**config.mk**
```make
export PLATFORM = sky130hd
export DESIGN_NAME = axi_read_arbiter_flat
export DESIGN_NICKNAME = d
export VERILOG_FILES = /design/src/rtl/axi_read_arbiter_if.sv /design/src/rtl/axi_read_arbiter.sv /design/src/flat_wrapper.sv
export SDC_FILE = /design/constraint.sdc
export NUM_CORES = 1
export LEC_CHECK = 0
export ABC_AREA = 1
export BUFFER_PORTS_ARGS = -buffer_cell sky130_fd_sc_hd__buf_2
export CORE_MARGIN = 2
export CORE_UTILIZATION = 35
export CTS_CLUSTER_DIAMETER = 30
export DETAILED_ROUTE_END_ITERATION = 8
export PLACE_DENSITY = 0.78
export SYNTH_ARGS = -nofsm -noshare
export SYNTH_HDL_FRONTEND = slang
export SYNTH_SLANG_ARGS = --single-unit
```
**constraint.sdc**
```tcl
create_clock -name clk -period 1.1 [get_ports clk]
set_input_delay 0.165 -clock clk [delete_from_list [all_inputs] [get_ports clk]]
set_output_delay 0.165 -clock clk [all_outputs]
set_load 0.005 [all_outputs]
```
**src/rtl/axi_read_arbiter_if.sv**
```systemverilog
// AXI4-Lite read-channel bundle (AR + R). The requester side uses the master
// modport; the side that answers reads uses the slave modport.
interface axi_read_arbiter_if #(
  parameter int ADDR_WIDTH = 32,
  parameter int DATA_WIDTH = 32
);
  logic                  arvalid;
  logic                  arready;
  logic [ADDR_WIDTH-1:0] araddr;
  logic [2:0]            arprot;
  logic                  rvalid;
  logic                  rready;
  logic [DATA_WIDTH-1:0] rdata;
  logic [1:0]            rresp;

  modport master (
    output arvalid, araddr, arprot, rready,
    input  arready, rvalid, rdata, rresp
  );

  modport slave (
    input  arvalid, araddr, arprot, rready,
    output arready, rvalid, rdata, rresp
  );
endinterface

```
**src/rtl/axi_read_arbiter.sv**
```systemverilog
// Two-master / one-slave AXI4-Lite read arbiter. Master 0 is the I-cache,
// master 1 the load path. One transaction in flight, round-robin on ties,
// AR registered toward memory, R routed combinationally to the owner.
module axi_read_arbiter #(
  parameter int ADDR_WIDTH = 32,
  parameter int DATA_WIDTH = 32
) (
  input  logic                clk,
  input  logic                reset,
  axi_read_arbiter_if.slave   m0,
  axi_read_arbiter_if.slave   m1,
  axi_read_arbiter_if.master  axi,
  output logic                busy,
  output logic                grant
);

  typedef enum logic [1:0] {IDLE, ADDR, DATA} state_t;

  state_t                state_q;
  logic                  arvalid_q;
  logic [ADDR_WIDTH-1:0] araddr_q;
  logic [2:0]            arprot_q;
  logic                  grant_q;
  logic                  last_grant_q;

  logic win_vld;
  logic win;
  logic in_data;

  // Winner selection: a lone requester wins, a tie goes to whoever did not
  // own the previous transaction.
  always_comb begin
    win_vld = m0.arvalid | m1.arvalid;
    win     = (m0.arvalid & m1.arvalid) ? ~last_grant_q : m1.arvalid;
  end

  assign in_data = (state_q == DATA);

  assign m0.arready = (state_q == IDLE) & win_vld & ~win;
  assign m1.arready = (state_q == IDLE) & win_vld &  win;

  // R path reaches only the owning master, and only while in DATA; a beat
  // presented in any other state is never acknowledged.
  assign m0.rvalid  = in_data & ~grant_q & axi.rvalid;
  assign m0.rdata   = (in_data & ~grant_q) ? axi.rdata : '0;
  assign m0.rresp   = (in_data & ~grant_q) ? axi.rresp : '0;
  assign m1.rvalid  = in_data &  grant_q & axi.rvalid;
  assign m1.rdata   = (in_data &  grant_q) ? axi.rdata : '0;
  assign m1.rresp   = (in_data &  grant_q) ? axi.rresp : '0;
  assign axi.rready = in_data & (grant_q ? m1.rready : m0.rready);

  assign axi.arvalid = arvalid_q;
  assign axi.araddr  = araddr_q;
  assign axi.arprot  = arprot_q;
  assign busy        = (state_q != IDLE);
  assign grant       = grant_q;

  // Transaction FSM with registered AR outputs and ownership tracking.
  always_ff @(posedge clk or negedge reset) begin
    if (!reset) begin
      state_q      <= IDLE;
      arvalid_q    <= 1'b0;
      araddr_q     <= '0;
      arprot_q     <= '0;
      grant_q      <= 1'b0;
      last_grant_q <= 1'b1;
    end else begin
      case (state_q)
        IDLE: if (win_vld) begin
          araddr_q  <= win ? m1.araddr : m0.araddr;
          arprot_q  <= win ? m1.arprot : m0.arprot;
          arvalid_q <= 1'b1;
          grant_q   <= win;
          state_q   <= ADDR;
        end
        ADDR: if (axi.arready) begin
          arvalid_q <= 1'b0;
          state_q   <= DATA;
        end
        DATA: if (axi.rvalid & axi.rready) begin
          last_grant_q <= grant_q;
          state_q      <= IDLE;
        end
        default: state_q <= IDLE;
      endcase
    end
  end

endmodule
```
**src/flat_wrapper.sv**
```systemverilog
// flat-port wrapper written by rule: the top's interface ports become plain ports
module axi_read_arbiter_flat 
#(
  parameter int ADDR_WIDTH = 32,
  parameter int DATA_WIDTH = 32
)
  (clk, reset, busy, grant, m0_arvalid, m0_araddr, m0_arprot, m0_rready, m0_arready, m0_rvalid, m0_rdata, m0_rresp, m1_arvalid, m1_araddr, m1_arprot, m1_rready, m1_arready, m1_rvalid, m1_rdata, m1_rresp, axi_arvalid, axi_araddr, axi_arprot, axi_rready, axi_arready, axi_rvalid, axi_rdata, axi_rresp);
  axi_read_arbiter_if #(.ADDR_WIDTH(ADDR_WIDTH), .DATA_WIDTH(DATA_WIDTH)) m0_i ();
  axi_read_arbiter_if #(.ADDR_WIDTH(ADDR_WIDTH), .DATA_WIDTH(DATA_WIDTH)) m1_i ();
  axi_read_arbiter_if #(.ADDR_WIDTH(ADDR_WIDTH), .DATA_WIDTH(DATA_WIDTH)) axi_i ();
  input  logic clk;
  input  logic reset;
  output logic busy;
  output logic grant;
  input wire logic [$bits(m0_i.arvalid)-1:0] m0_arvalid;
  input wire logic [$bits(m0_i.araddr)-1:0] m0_araddr;
  input wire logic [$bits(m0_i.arprot)-1:0] m0_arprot;
  input wire logic [$bits(m0_i.rready)-1:0] m0_rready;
  output wire logic [$bits(m0_i.arready)-1:0] m0_arready;
  output wire logic [$bits(m0_i.rvalid)-1:0] m0_rvalid;
  output wire logic [$bits(m0_i.rdata)-1:0] m0_rdata;
  output wire logic [$bits(m0_i.rresp)-1:0] m0_rresp;
  input wire logic [$bits(m1_i.arvalid)-1:0] m1_arvalid;
  input wire logic [$bits(m1_i.araddr)-1:0] m1_araddr;
  input wire logic [$bits(m1_i.arprot)-1:0] m1_arprot;
  input wire logic [$bits(m1_i.rready)-1:0] m1_rready;
  output wire logic [$bits(m1_i.arready)-1:0] m1_arready;
  output wire logic [$bits(m1_i.rvalid)-1:0] m1_rvalid;
  output wire logic [$bits(m1_i.rdata)-1:0] m1_rdata;
  output wire logic [$bits(m1_i.rresp)-1:0] m1_rresp;
  output wire logic [$bits(axi_i.arvalid)-1:0] axi_arvalid;
  output wire logic [$bits(axi_i.araddr)-1:0] axi_araddr;
  output wire logic [$bits(axi_i.arprot)-1:0] axi_arprot;
  output wire logic [$bits(axi_i.rready)-1:0] axi_rready;
  input wire logic [$bits(axi_i.arready)-1:0] axi_arready;
  input wire logic [$bits(axi_i.rvalid)-1:0] axi_rvalid;
  input wire logic [$bits(axi_i.rdata)-1:0] axi_rdata;
  input wire logic [$bits(axi_i.rresp)-1:0] axi_rresp;
  assign m0_i.arvalid = m0_arvalid;
  assign m0_i.araddr = m0_araddr;
  assign m0_i.arprot = m0_arprot;
  assign m0_i.rready = m0_rready;
  assign m0_arready = m0_i.arready;
  assign m0_rvalid = m0_i.rvalid;
  assign m0_rdata = m0_i.rdata;
  assign m0_rresp = m0_i.rresp;
  assign m1_i.arvalid = m1_arvalid;
  assign m1_i.araddr = m1_araddr;
  assign m1_i.arprot = m1_arprot;
  assign m1_i.rready = m1_rready;
  assign m1_arready = m1_i.arready;
  assign m1_rvalid = m1_i.rvalid;
  assign m1_rdata = m1_i.rdata;
  assign m1_rresp = m1_i.rresp;
  assign axi_arvalid = axi_i.arvalid;
  assign axi_araddr = axi_i.araddr;
  assign axi_arprot = axi_i.arprot;
  assign axi_rready = axi_i.rready;
  assign axi_i.arready = axi_arready;
  assign axi_i.rvalid = axi_rvalid;
  assign axi_i.rdata = axi_rdata;
  assign axi_i.rresp = axi_rresp;
  axi_read_arbiter #(.ADDR_WIDTH(ADDR_WIDTH), .DATA_WIDTH(DATA_WIDTH)) u_core (.clk(clk), .reset(reset), .m0(m0_i), .m1(m1_i), .axi(axi_i), .busy(busy), .grant(grant));
endmodule
```
==> metrics, run 1 <==
layout cells sized above 1 0.533; post-synth cell types 19; synthesized instance count 409; CP max FO 8; post-DR wirelength/cell 12.8 µm; r2r endpoint u_core.axi.araddr[5]; DRC Markers 0; Max Fclk approximately 620 MHz; YS warnings 0; Placed Area 4110 µm²; Chip Width 89.4 µm; CP max stage delay ~410 ps; clock period minus worst slack roughly 1600 ps; setup ws final -510 ps; Worst-Margin Slew roughly 240 ps; Place WS -180 ps; Min-Delay Endpoint u_core.state_q[0]; total CTS buffers 5; Psw 3.95 mW; Worst path most repeated cell nor2_4; worst hold path class input port to flop; synthesized area 2550 µm²; Worst R2R Start u_core.state_q[0]; number of global-route vias before repair 2898; clock root buffer clkbuf_8; Non-Filler Instances 758; Seq/Total Area, Yosys 0.392; Hold Path Depth 2; CP endpoint kind output pin; Routed WL 9.67 mm; latest clock arrival within the worst-skew pair 290 ps; Starting DRT DRC Count 86; placed insts 729; Startpoint Class flop; CTS sink count 40; syn avg cell area 6.25 µm²; outcome finished, violations left; final setup vio count roughly 120; Crit path required time between 900 and 1000 ps; NumNets Final 769; area grow syn2layout 85.9%; Mapped Nets 521; synthesized flop and latch total 40; clock tree from TritonCTS done; final instance area 4750 µm²; 1st-pass router iterations 4; crit path kind flop to output pin; worst reg-to-reg path cell count 7; Crit-path slowest cell dfrtp_1; clock share of power 0.127; Max Slew Vio Count 0; worst vdd ir 1.02 mV; failing checks setup timing; Antenna Violating Nets Remaining 0; DR vias 3405; most frequent cells in the layout buf_2, nand2_1, inv_1, dfrtp_1, nand3_1; Die ar. 8000 µm²; # port buffers 222; GR Overflow Total 0; Pwr Total 9.85 mW; CP Launch Point u_core.state_q[0]; total power per unit cell area 2070 nW/µm²; utilization after layout 0.662; WP data arrival 1440 ps; Max clock buf depth 2; internal power about 5.9 mW; commonest non-fill, non-tap cell in the layout buf_2; Max-slew headroom 0.842; Reg power frac 0.264; max_cap viols 0; Fin. Hold Viols 0; largest net degree at the start of global routing 39; Bufs and invs on worst path 3; sw frac 0.401; HP Start axi_arready; initial antenna violation count 1; first-pass GRT wire length 13.4 mm; RSZ-0062 raised after global routing true; Initial Utilization 0.356; drt via density 4.49; row count 31; r2r setup slk -350 ps; routability cong. 0.796; core area 7180 µm²; skew final 8.30 ps; GRT Util Overall 0.218; Fillers 588; detailed placement HPWL slightly below 7 mm; die height 89.4 µm; combinational share of power 0.609; CTS clk-pin slew, worst paths 80 ps; worst-path cell chain nor2_4 > buf_6 > nand2_8 > clkbuf_16 > nor2_4 > buf_2; Top Ports 223; Top Family by Delay on Critical Path buffers and inverters; static leakage 2.93 nW; number of H-tree levels 2; Tcrit/Tclk final 1.46
==> stage by stage <==
| step | hold slack (ps) | TNS, ps |
|---|---|---|
| finish | 115 | -46540 |
| global route | 117 | -54050 |
| CTS | 95.6 | -44540 |
| detailed placement | -25.1 | -12740 |
| global placement | -28.1 | -10550 |
| floorplan | -131 | -2140 |
==> flip-flops by register name (all words and copies together) (netlist names) <==
name	flops
u_core.axi.arvalid	1
u_core.last_grant_q	1
u_core.grant	1
u_core.axi.arprot	3
u_core.state_q	2
u_core.axi.araddr	32
==> repair_timing <==
action / in CTS / in global routing
resized for setup: 35 / 30
pin swaps: 4 / 1
endpoints found under the setup margin: 112 / 115
gates cloned: 7 / 1
hold endpoints to repair: 39 / 0
buffers inserted: 9 / 2
hold buffers: 1 / 0
==> layer usage <==
metal	vias to the layer above	share of wire	track usage
li1	1714	-	-
met1	1526	0.40	0.252
met2	153	0.51	0.411
met3	12	0.065	0.0351
met4	0	0.017	0.0678
met5	-	0	0
==> synth_stat cells, drive strengths merged <==
master / count / area share
nand2: 190 / 0.29
dfstp: 1 / 0.010
nand4: 1 / 0.0025
and2: 1 / 0.0025
inv: 41 / 0.060
o21ai: 3 / 0.0073
nor2: 73 / 0.11
dfrtp: 39 / 0.38
buf: 23 / 0.067
nand3: 37 / 0.072
==> power groups by stage <==
stage	Clock (mW)	Sequential [mW]	Combinational, mW
finish	1.25	2.60	5.99
global route	1.34	2.68	6.58
CTS	1.29	2.59	5.70
detailed placement	0	2.59	4.56
global placement	0	2.59	4.46
floorplan	0	2.64	2.55
==> cell families after synthesis <==
kind of cell	synth area share
AOI/OAI and AO/OA	0.00734
buffers and inverters	0.127
DFF	0.392
and+or+nand+nor	0.474
==> worst max-delay path by stage <==
stage / slack (ps) / depth (start not counted) / to
global placement: -150 / 5 / m1_rvalid
global route: -580 / 5 / axi_rready
CTS: -480 / 6 / m0_rdata[20]
detailed placement: -180 / 5 / m1_rresp[1]
finish: -510 / 6 / m1_rdata[19]
floorplan: -60 / 5 / m0_arready
==> layout make-up <==
type,count,area (µm²),share of cell area
Tap cell,99,124,0.0261
Clock inverter,2,38.8,0.00816
Inverter,41,169,0.0356
Multi-Input combinational cell,305,1610,0.340
Timing Repair Buffer,264,1720,0.361
Antenna cell,1,2.50,0.000527
Sequential cell,40,1000,0.211
Clock buffer,6,82.6,0.0174
Power figures use the tool's default switching activity.
==> inputs of run 2 (changes only) <==
GPL_TIMING_DRIVEN = 0   (was default)
PLACE_DENSITY = 0.77   (was 0.78)
==> metrics, run 2 (synthesis results as in run 1) <==
largest net degree at the start of global routing 41 (was 39); clock root buffer clkbuf_8 (unchanged); setup ws final -579 ps (was -510 ps); Initial Utilization 0.356 (unchanged); CTS sink count 40 (unchanged); worst hold path class input port to async pin (was input port to flop); core area 7180 µm² (unchanged); row count 31 (unchanged); static leakage 3.09 nW (was 2.93 nW); Starting DRT DRC Count 97 (was 86); DRC Markers 0 (unchanged); GRT Util Overall 0.231 (was 0.218); Worst R2R Start u_core.state_q[1] (was u_core.state_q[0]); total CTS buffers 5 (unchanged); Max Fclk 595 MHz (was 621 MHz); 1st-pass router iterations 4 (unchanged); drt via density 4.62 (was 4.49); Antenna Violating Nets Remaining 0 (unchanged); Fillers 526 (was 588); worst vdd ir 1.37 mV (was 1.02 mV); diodes inserted 0 (was 1); first-pass GRT wire length 14.2 mm (was 13.4 mm); Chip Width 89.4 µm (unchanged); crit path kind flop to output pin (unchanged); final setup vio count 114 (was 115); outcome finished, violations left (unchanged); layout cells sized above 1 0.617 (was 0.533); total power per unit cell area 1980 nW/µm² (was 2070 nW/µm²); final instance area 5190 µm² (was 4750 µm²); CP max FO 8 (unchanged); max_cap viols 0 (unchanged); CTS clk-pin slew, worst paths 80 ps (about the same); number of H-tree levels 2 (unchanged); max reg flops 32 (unchanged); CP endpoint kind output pin (unchanged); CP Launch Point u_core.state_q[1] (was u_core.state_q[0]); utilization after layout 0.723 (was 0.662); Max clock buf depth 2 (unchanged); Top Ports 223 (unchanged); Worst-Margin Slew 873 ps (was 237 ps); Tcrit/Tclk final 1.53 (was 1.46); Fin Hold WS -9.28 ps (was 115 ps); Crit-path slowest cell dfrtp_1 (unchanged); RSZ-0062 raised after global routing true (unchanged); Crit path required time 940 ps (about the same); Pwr Total 10.3 mW (was 9.85 mW); placed insts 729 (unchanged); area grow syn2layout 103% (was 85.9%); Max Slew Vio Count 0 (unchanged); skew final 13.7 ps (was 8.30 ps); latest clock arrival within the worst-skew pair 290 ps (about the same); DR vias 3597 (was 3405); failing checks hold timing, setup timing (was setup timing); Fin. Hold Viols 19 (was 0); Non-Filler Instances 778 (was 758); # port buffers 221 (was 222); number of global-route vias before repair 3053 (was 2898); die height 89.4 µm (unchanged); clock tree from TritonCTS done (unchanged); Startpoint Class flop (unchanged); Placed Area 4050 µm² (was 4110 µm²); Die ar. 8000 µm² (unchanged); commonest non-fill, non-tap cell in the layout buf_2 (unchanged); clock period minus worst slack 1680 ps (was 1610 ps); most frequent cells in the layout buf_2, nand2_1, nor2_4 (was buf_2, nand2_1, inv_1, dfrtp_1, nand3_1); post-DR wirelength/cell 14.2 µm (was 12.8 µm); total negative slack -53660 ps (was -46540 ps); detailed placement HPWL 7.22 mm (was 6.88 mm); GR Overflow Total 0 (unchanged); hold buffers post-CTS 0 (was 1); routability cong. 0.819 (was 0.796); NumNets Final 790 (was 769); CP max stage delay 400 ps (was 410 ps); Max-slew headroom 0.418 (was 0.842); WP data arrival 1510 ps (was 1440 ps); Routed WL 11.0 mm (was 9.67 mm); worst-path cell chain inv_2 > nor2_4 > buf_12 > nand2_8 > clkbuf_16 > nor2_2 > buf_2 (was nor2_4 > buf_6 > nand2_8 > clkbuf_16 > nor2_4 > buf_2); initial antenna violation count 0 (was 1)
[run 2: area by class of cell]
cell class	instances	area (µm²)	share of cell area
Clock inverter	2	12.5	0.00241
Buffer	23	272	0.0523
Timing Repair Buffer	261	1670	0.322
Multi-Input combinational cell	306	1880	0.362
Sequential cell	40	1000	0.194
Tap cell	99	124	0.0239
Clock buffer	6	72.6	0.0140
Inverter	41	156	0.0301
[run 2: routing by layer]
layer,GRT usage,routed length [µm],vias to the layer above
li1,-,-,1764
met1,0.249,4080,1656
met2,0.453,6040,163
met3,0.0480,754,14
met4,0.0556,141,0
met5,0,0,-
[run 2: final timing paths]
path	end	slack (ps)	cells past startpoint
max	m0_rdata[5]	-580	7
min	u_core.axi.araddr[18]	-9	1
max reg2reg	u_core.axi.araddr[16]	-520	10
min reg2reg	u_core.axi.araddr[24]	470	2
max in group asynchronous	u_core.grant	510	1
min in group clk	u_core.state_q[0]	80	2
[run 2: where the power goes]
group | total, mW | internal, mW | leakage, nW | switching, mW
sequential | 2.69 | 2.18 | 0.493 | 0.511
clock | 0.960 | 0.444 | 0.0412 | 0.516
combinational | 6.64 | 3.32 | 2.55 | 3.31
total | 10.3 | 5.95 | 3.09 | 4.34
[run 2: worst max-delay path, delay by kind of cell (launching register included)]
family                 cells  cell delay [ps]
buffers and inverters      4              530
and+or+nand+nor            3              300
DFF                        1              400
[run 2: stage by stage]
stage                     worst slack, ps  hold slack, ps
after detailed placement             -351             340
after floorplan                     -64.8            -131
after CTS                            -526            24.0
after global placement               -343             318
final                                -579           -9.28
after global routing                 -651            57.6
[run 2: repair_timing]
item,in CTS,in global routing
gates cloned,8,7
endpoints found under the hold margin,0,0
endpoints found under the setup margin,112,114
resized for setup,87,66
pin swaps,36,14
buffers inserted,22,5
==> inputs of run 3 (changes only) <==
CORE_ASPECT_RATIO = 1.4   (was default)
==> metrics, run 3 (synthesis results as in run 1) <==
outcome finished, violations left (unchanged); failing checks hold timing, setup timing (unchanged); most frequent cells in the layout buf_2, nand2_1, nand3_1, dfrtp_1, inv_1 (was buf_2, nand2_1, nor2_4); Fin Hold WS -6.26 ps (was -9.28 ps); post-DR wirelength/cell 12.5 µm (was 14.2 µm); Max clock buf depth 2 (unchanged); CP max FO 3 (was 8); crit path kind flop to output pin (unchanged); sw frac 0.408 (was 0.422); diodes inserted 0 (unchanged); Worst R2R Start u_core.state_q[0] (was u_core.state_q[1]); GRT Util Overall 0.215 (was 0.231); worst hold path class input port to async pin (unchanged); Max Fclk 609 MHz (was 595 MHz); routability cong. 0.800 (was 0.819); utilization after layout 0.670 (was 0.723); Worst-Margin Slew 926 ps (was 873 ps); row count 36 (was 31); commonest non-fill, non-tap cell in the layout buf_2 (unchanged); Antenna Violating Nets Remaining 0 (unchanged); Max Slew Vio Count 0 (unchanged); Reg power frac 0.270 (was 0.262); Startpoint Class flop (unchanged); Tcrit/Tclk final 1.49 (was 1.53); first-pass GRT wire length 14.1 mm (was 14.2 mm); number of global-route vias before repair 3060 (was 3053); Max-slew headroom 0.383 (was 0.418); Pwr Total 9.72 mW (was 10.3 mW); die height 105 µm (was 89.4 µm); initial antenna violation count 0 (unchanged); Die ar. 8010 µm² (was 8000 µm²); CP endpoint kind output pin (unchanged); CTS sink count 40 (unchanged); Fillers 630 (was 526); Chip Width 76.2 µm (was 89.4 µm); hold buffers post-CTS 0 (unchanged); NumNets Final 778 (was 790); 1st-pass router iterations 4 (unchanged); final setup vio count 112 (was 114); internal power 5.76 mW (was 5.95 mW); Crit path required time 940 ps (about the same); combinational share of power 0.621 (was 0.645); worst vdd ir 1.27 mV (was 1.37 mV); latest clock arrival within the worst-skew pair 300 ps (was 290 ps); drt via density 4.44 (was 4.62); worst reg-to-reg path cell count 9 (was 10); core area 7030 µm² (was 7180 µm²); layout cells sized above 1 0.534 (was 0.617); area grow syn2layout 84.2% (was 103%); WP data arrival 1480 ps (was 1510 ps); number of H-tree levels 2 (unchanged); clock tree from TritonCTS done (unchanged); total power per unit cell area 2070 nW/µm² (was 1980 nW/µm²); clock root buffer clkbuf_8 (unchanged); Starting DRT DRC Count 123 (was 97); total CTS buffers 5 (unchanged); Psw 3.96 mW (was 4.34 mW); setup ws final -541 ps (was -579 ps); RSZ-0062 raised after global routing true (unchanged); max_cap viols 0 (unchanged); static leakage 2.97 nW (was 3.09 nW); GR Overflow Total 0 (unchanged); detailed placement HPWL 6.78 mm (was 7.22 mm); r2r setup slk -410 ps (was -520 ps); CTS clk-pin slew, worst paths 80 ps (about the same); skew final 5.93 ps (was 13.7 ps); clock period minus worst slack 1640 ps (was 1680 ps); max reg flops 32 (unchanged); DRC Markers 0 (unchanged); Fin. Hold Viols 4 (was 19); largest net degree at the start of global routing 41 (unchanged); DR vias 3383 (was 3597); Top Ports 223 (unchanged); Initial Utilization 0.364 (was 0.356); Routed WL 9.50 mm (was 11.0 mm); r2r endpoint u_core.axi.araddr[16] (unchanged); clock share of power 0.110 (was 0.093); # port buffers 221 (unchanged)
## run 3: metrics by stage
stage                     cells  TNS [ps]  worst slack, ps  area, µm²
final                       762    -46830             -541       4710
after global routing        762    -56140             -606       4710
after CTS                   750    -44030             -538       4400
after detailed placement    725    -18600             -309       4050
after global placement      725    -17090             -294       4050
after floorplan             409     -2140            -64.8       2820
## run 3: power by group through the flow
| stage | Clock [mW] | Sequential, mW | Combinational, mW |
|---|---|---|---|
| floorplan | 0 | 2.64 | 2.55 |
| global placement | 0 | 2.59 | 4.32 |
| detailed placement | 0 | 2.60 | 4.40 |
| CTS | 1.09 | 2.59 | 5.11 |
| global route | 1.15 | 2.70 | 6.63 |
| finish | 1.07 | 2.62 | 6.03 |
## run 3: critical path: stages, from the launching register on
cell     delay, ps
dfrtp_2        430
buf_6          130
nor2_4         110
o21ai_2         90
buf_6          120
buf_8          110
nor2_4          60
buf_2          120
## run 3: cell type report
| class | instances | area, µm² | area share |
|---|---|---|---|
| plain buffers | 23 | 305 | 0.0649 |
| clock buffers | 6 | 82.6 | 0.0175 |
| clock inverters | 2 | 15.0 | 0.00319 |
| inverters | 41 | 169 | 0.0359 |
| multi-input cells | 305 | 1510 | 0.321 |
| flip-flops and latches | 40 | 1000 | 0.214 |
| well taps | 95 | 119 | 0.0253 |
| repair buffers | 249 | 1490 | 0.317 |
| repair inverters | 1 | 8.76 | 0.00186 |
## run 3: what timing repair did
action,in CTS,in global routing
endpoints found under the setup margin,112,115
pin swaps,5,4
resized for setup,34,37
endpoints found under the hold margin,0,0
setup buffers,13,6
cloned,4,7
## run 3: worst max-delay path by stage
stage                            end                 from  slack [ps]
final                     m0_arready    u_core.state_q[0]        -540
after global placement    m1_arready  u_core.last_grant_q        -290
after floorplan           m0_arready    u_core.state_q[0]         -60
after detailed placement  m1_arready  u_core.last_grant_q        -310
after CTS                 m0_arready    u_core.state_q[0]        -540
after global routing      m0_arready    u_core.state_q[1]        -610
## run 3: per-layer routing
layer / GRT usage / part of all wire
met1: 0.241 / 0.37
met2: 0.397 / 0.54
met3: 0.0501 / 0.073
met4: 0.0688 / 0.015
met5: 0 / 0
